<file path="config.mk">
export PLATFORM = sky130hd
export DESIGN_NAME = pipe_stage_elastic
export DESIGN_NICKNAME = d
export VERILOG_FILES = /design/src/rtl/pipe_stage_elastic.sv
export SDC_FILE = /design/constraint.sdc
export NUM_CORES = 1
export LEC_CHECK = 0
export CAP_MARGIN = 10
export CORE_UTILIZATION = 35
export CTS_CLUSTER_SIZE = 28
export DETAILED_ROUTE_END_ITERATION = 16
export GPL_TIMING_DRIVEN = 0
export HOLD_SLACK_MARGIN = 0.06
export PLACE_DENSITY = 0.67
export SYNTH_ARGS = -nofsm -noshare
export SYNTH_HDL_FRONTEND = slang
export SYNTH_SLANG_ARGS = --single-unit
</file>
<file path="constraint.sdc">
create_clock -name clk_i -period 13.1 [get_ports clk_i]
set_input_delay 1.965 -clock clk_i [delete_from_list [all_inputs] [get_ports clk_i]]
set_output_delay 1.965 -clock clk_i [all_outputs]
set_load 0.05 [all_outputs]
</file>
<file path="src/rtl/pipe_stage_elastic.sv">
// Elastic pipeline stage: Depth-entry circular buffer with valid/ready on both sides,
// synchronous flush, and a registered occupancy output for hazard logic.
//
// state   | meaning
// EMPTY   | count_q == 0, valid_o low
// PARTIAL | 0 < count_q < Depth, both sides may transfer
// FULL    | count_q == Depth, accepts only as pass-through when enabled
module pipe_stage_elastic #(
  parameter int DataWidth        = 64,
  parameter int Depth            = 2,
  parameter bit AllowPassThrough = 1'b1,
  parameter bit ClearDataOnReset = 1'b1
) (
  input  logic                         clk_i,
  input  logic                         reset_i,
  input  logic                         flush_i,
  input  logic [DataWidth-1:0]         data_i,
  input  logic                         valid_i,
  output logic                         ready_o,
  output logic [DataWidth-1:0]         data_o,
  output logic                         valid_o,
  input  logic                         ready_i,
  output logic [$clog2(Depth+1)-1:0]   count_o
);

  localparam int PtrW = (Depth > 1) ? $clog2(Depth) : 1;
  localparam int CntW = $clog2(Depth + 1);
  localparam logic [CntW-1:0] DepthCnt = CntW'(Depth);
  localparam logic [PtrW-1:0] LastPtr  = PtrW'(Depth - 1);

  logic [DataWidth-1:0] mem_q [Depth];
  logic [DataWidth-1:0] mem_d [Depth];
  logic [PtrW-1:0]      rd_ptr_q, rd_ptr_d;
  logic [PtrW-1:0]      wr_ptr_q, wr_ptr_d;
  logic [CntW-1:0]      count_q, count_d;
  logic                 full, empty, push, pop;

  // Depth need not be a power of two, so wrap explicitly.
  function automatic logic [PtrW-1:0] ptr_inc(input logic [PtrW-1:0] p);
    return (p == LastPtr) ? '0 : p + 1'b1;
  endfunction

  assign empty = (count_q == '0);
  assign full  = (count_q == DepthCnt);

  always_comb begin
    ready_o = ~flush_i & ~reset_i & (~full | (AllowPassThrough & ready_i & full));
    valid_o = ~empty & ~flush_i;
    data_o  = mem_q[rd_ptr_q];
    count_o = count_q;
    push    = valid_i & ready_o;
    pop     = valid_o & ready_i;
  end

  always_comb begin
    rd_ptr_d = rd_ptr_q;
    wr_ptr_d = wr_ptr_q;
    count_d  = count_q;
    mem_d    = mem_q;
    if (flush_i) begin
      rd_ptr_d = '0;
      wr_ptr_d = '0;
      count_d  = '0;
    end else begin
      if (push) begin
        mem_d[wr_ptr_q] = data_i;
        wr_ptr_d        = ptr_inc(wr_ptr_q);
      end
      if (pop) begin
        rd_ptr_d = ptr_inc(rd_ptr_q);
      end
      if (push && !pop) begin
        count_d = count_q + 1'b1;
      end else if (pop && !push) begin
        count_d = count_q - 1'b1;
      end
    end
  end

  always_ff @(posedge clk_i or posedge reset_i) begin
    if (reset_i) begin
      rd_ptr_q <= '0;
      wr_ptr_q <= '0;
      count_q  <= '0;
    end else begin
      rd_ptr_q <= rd_ptr_d;
      wr_ptr_q <= wr_ptr_d;
      count_q  <= count_d;
    end
  end

  // Storage reset is optional so wide payloads can map onto reset-free flops.
  if (ClearDataOnReset) begin : g_mem_rst
    always_ff @(posedge clk_i or posedge reset_i) begin
      if (reset_i) begin
        mem_q <= '{default: '0};
      end else begin
        mem_q <= mem_d;
      end
    end
  end else begin : g_mem_norst
    always_ff @(posedge clk_i) begin
      mem_q <= mem_d;
    end
  end

endmodule

</file>
; Word-level counts from Yosys, hierarchy flattened
; Index checks and enable logic that the tools add are counted.
[op_classes]
mux = 15
n_bitwise = 13
n_addsub = 4
eq_ne = 1
reduce_logical = 10
order_cmp = 3
[op_table]
columns = op, count
row1 = 2-to-1 mux 64 bit, 4
row2 = bitwise mux 128 bit, 1
row3 = demux 64 bit (select 1 bit), 1
row4 = AND 1 bit, 6
row5 = 2-to-1 mux 1 bit, 6
row6 = 2-to-1 mux 2 bit, 3
row7 = >= comparator 2 bit (second input constant), 2
row8 = NOT 1 bit, 4
row9 = NOT 1 -> 2 bit, 2
row10 = nonzero test 2 bit, 2
row11 = logical AND 1 bit, 3
row12 = nonzero test 3 bit, 1
row13 = adder 1 bit (second input constant), 2
row14 = adder 2 x 1 -> 2 bit (second input constant), 1
row15 = == test 2 bit (second input constant), 1
row16 = logical NOT 1 bit, 2
row17 = logical NOT 2 bit, 1
row18 = less-than comparator 2 x 1 -> 1 bit (second input constant), 1
row19 = AND reduction 2 bit, 1
row20 = subtractor 2 x 1 -> 2 bit (second input constant), 1
row21 = bitwise OR 1 bit, 1
[word_totals]
output_inout_bits = 68
word_cells = 51
register_bits = 132

; Longest topological paths before layout
[logic_depth]
word_depth = 10
mapped_depth = 5
ltp_nobuf = 3

; Least setup slack after synthesis
; OpenSTA, ideal clock, no wires.
[synth_timing]
path_kind = input port to output port
from = input port ready_i
to = output port ready_o
setup_slack_ns = 8.039
arrival_time_ns = 3.096
stages = 2
cell_sequence = nor3b_1 nor3_1
[synth_between]
elab_chain_len = 3
[synth_rtl]
columns = element, line_no
row1 = "start, declared", 22  ; input logic ready_i,
row2 = AND 1 bit, 47  ; ready_o = ~flush_i & ~reset_i & (~full | (AllowPassThrough & ready_i & full));
row3 = bitwise OR 1 bit, 47
row4 = AND 1 bit, 47
row5 = "end, declared", 19  ; output logic ready_o,
; Every way passes these cells.

; Final worst setup path
; Same ends and word-level chain as after synthesis.

==> flow_summary.yaml <==
timing:
  finalCritPeriodShare_pct: 43.5
  maxSlewHeadroom_pct: 54.9
  setup_viol: 0
  tightest_slew_ns: 0.677
  fin_crit_ns: 5.69
  slew_viol_final: 0
  skew_ns: 0.00538
  hold_viol: 0
  finalWorstSetupSlack_ns: 7.41
  rsz0062_at_grt: "no"
  max_freq_ghz: 0.176
  finalSetupTns_ns: 0
setup_path:
  critPathRequiredTime_ns: 11.14
  crit_path_cell_trace: "clkdlybuf4s50_1 > nor3b_1 > nor3_1 > clkdlybuf4s50_1"
  path_class: "primary input to output port"
  cp_common_cell: "clkdlybuf4s50_1"
  max_stage_delay_ns: 0.74
  r2r_slack_ns: 11.16
  r2r_start: "count_o[1]$_DFFE_PP0P_"
  rr_worst_depth: 5
  cp_slowest_cell: "clkdlybuf4s50_1"
  worst_ep_arrival_time_ns: 3.73
  critPathCaptureType: "output port"
  startpoint_type: "primary input"
  timing.rr.end: "mem_q[88]$_DFFE_PP0P_"
  path_max_fanout: 6
drt:
  drc: 0
  vias: 3593
  drtIter0Drc: 116
  postRouteAntennaNets: 0
  via_per_inst: 4.70
  wire_per_inst_um: 17.5
  drt-pass1-iter-count: 4
  wl_mm: 13.4
grt:
  overflow: 0
  grt_pass1_wl_mm: 22.1
  top_usage_layer: "met2"
  grt_pass1_vias: 4035
  gr-usage-all-layers_pct: 15.7
  antenna_found_initial: 0
  use_met2_pct: 24.7
  gr-usage-met1_pct: 20.3
  grt_use_met3_pct: 4.41
  grt_max_degree: 69
worst_hold_path:
  hp-class: "flop to flop"
  worstHoldEndpoint: "mem_q[6]$_DFFE_PP0P_"
  min_path_cells: 1
  worstHoldStart: "mem_q[6]$_DFFE_PP0P_"
yosys:
  synth-simple-area-share_pct: 1.32
  ys_top_cells_by_area: "dfrtp_1 53%, mux2_4 26%, mux2_2 15%, buf_12 1.9%, buf_6 1.3%"
  ys_warn_count: 0
  synth-xor-area-share_pct: 0.140
  netlist_instances: 370
  synth_area_leader_cell: "dfrtp_1"
  synth_top_family_by_area: "multiplexers"
  yosysTopAreaCellShare_pct: 52.8
  ys_seq_area_share_pct: 52.8
  synth-compound-area-share_pct: 0.680
  avgSynthCellArea_um2: 16.9
  yosysUniqueCellTypes: 22
  synthAdderAreaFrac_pct: 0
  synth-seq-cells: 132
  synth_area_um2: 6260
  synth.mux.area_fraction_pct: 41.3
  syn-num-nets: 439
cells_and_area:
  final_util_pct: 49.4
  antenna-diode-count: 0
  nFillCells: 1439
  drive_gt1_share_pct: 44.7
  nNetsFinal: 595
  area_growth_pct: 36.9
  finalNonFillerCells: 764
clocking:
  post_cts_buffers: 0
  cts.path.max_buffers: 2
  insertion_delay_ns: 0.41
  ctsHtreeMaxLevel: 4
  cts_made_buffers: 17
  root_buffer: "clkbuf_16"
  cts_num_sinks: 132
  clkTransAtPathRegs_ns: 0.06
  cts-hold-fix-buffers: 0
  cts_resized: 0
  cts_tree: "built"
place:
  port_buffers: 136
  dp_hpwl_mm: 8.91
  dp_slack_ns: 7.43
  place_congestion: 0.662
  dp.cells: 732
pwr:
  power_density_nw_per_um2: 187
  p_leak_nw: 3.99
  vdd.ir_drop.worst_v: 0.0000965
run:
  maxCapViolations: 0
die:
  chipWidth_um: 136
  rows: 48
  dieArea_um2: 18400
  io_pins: 137
  start_util_pct: 36.0
  die_y_um: 136
  core_um2: 17400
run_status:
  status: "finished, final reports clean"
worst max-delay path by stage:
stage                        from                      to  cells past startpoint
after global placement    reset_i   mem_q[20]$_DFFE_PP0P_                      2
after detailed placement  ready_i                 ready_o                      4
after CTS                 ready_i                 ready_o                      4
final                     ready_i                 ready_o                      4
after floorplan           reset_i  count_o[0]$_DFFE_PP0P_                      1
after global routing      ready_i                 ready_o                      4
kinds of logic after synthesis:
group / count (synthesis)
muxes: 193
DFF: 132
buffers and inverters: 23
and+or+nand+nor: 14
AOI/OAI and AO/OA: 7
xor gates and xnor gates: 1
cell type report:
class                           count  area, µm²  area share [%]
Buffer                             21        230            2.69
Clock buffer                       19        453            5.29
Clock inverter                     13        181            2.12
Inverter                            2       12.5           0.146
Multi-Input combinational cell    215       2720            31.7
Sequential cell                   132       3300            38.6
Tap cell                          225        282            3.29
Timing Repair Buffer              137       1390            16.2
through the flow:
| step | hold slack [ns] | total power [mW] | instance area, µm² |
|---|---|---|---|
| after floorplan | 0.474 | 0.944 | 6260 |
| after global placement | 0.483 | 1.08 | 7900 |
| after detailed placement | 0.488 | 1.10 | 7930 |
| after CTS | 0.505 | 1.62 | 8570 |
| after global routing | 0.513 | 1.67 | 8570 |
| final | 0.502 | 1.60 | 8570 |
flip-flops by register name, summed over array words and instances, names as in the netlist:
name,count
count_o,2
mem_q,128
rd_ptr_q,1
wr_ptr_q,1
report_power, final:
part / switching (mW) / internal, mW
combinational: 0.269 / 0.263
clock: 0.184 / 0.328
sequential: 0.0522 / 0.506
total: 0.505 / 1.10
synthesized netlist by cell type:
library cell	number
buf_6	7
o21ai_0	3
or4_1	1
nand2b_1	1
inv_1	2
dfrtp_1	132
mux2i_1	1
mux2_2	83
nand2_1	2
buf_12	6
a21oi_1	1
or4_4	1
xor2_1	1
a211oi_1	3
nand3b_1	1
clkbuf_1	7
nor2_1	3
nor2b_1	3
nor3b_1	1
buf_2	1
mux2_4	109
nor3_1	1
metal layers:
layer / vias up / wire [µm]
li1: 1644 / -
met1: 1853 / 6100
met2: 82 / 6400
met3: 14 / 681
met4: 0 / 199
met5: - / 0
critical path, delay by kind of cell:
family,cells,cell delay [ns]
buffers and inverters,2,1.25
AND/OR/NAND/NOR,2,0.51
layout by cell type (no fill, tap or decap):
cell             count
buf_12               6
mux2_4             109
mux2_2              83
a21oi_1              1
clkbuf_1             7
a211oi_1             3
inv_1                1
nand2b_1             1
clkinv_4             3
inv_6                1
nor3_1               1
nand2_1              2
mux2i_1              1
clkinvlp_4           2
clkinv_2             4
buf_6                7
nor2_1               3
nor2b_1              3
xor2_1               1
or4_1                1
clkdlybuf4s50_1    136
or4_4                1
nor3b_1              1
clkbuf_16           17
bufinv_16            4
clkbuf_8             2
buf_16               1
o21ai_0              3
nand3b_1             1
dfrtp_1            132
buf_2                1
Note: power is estimated with default switching activity, not from simulation.
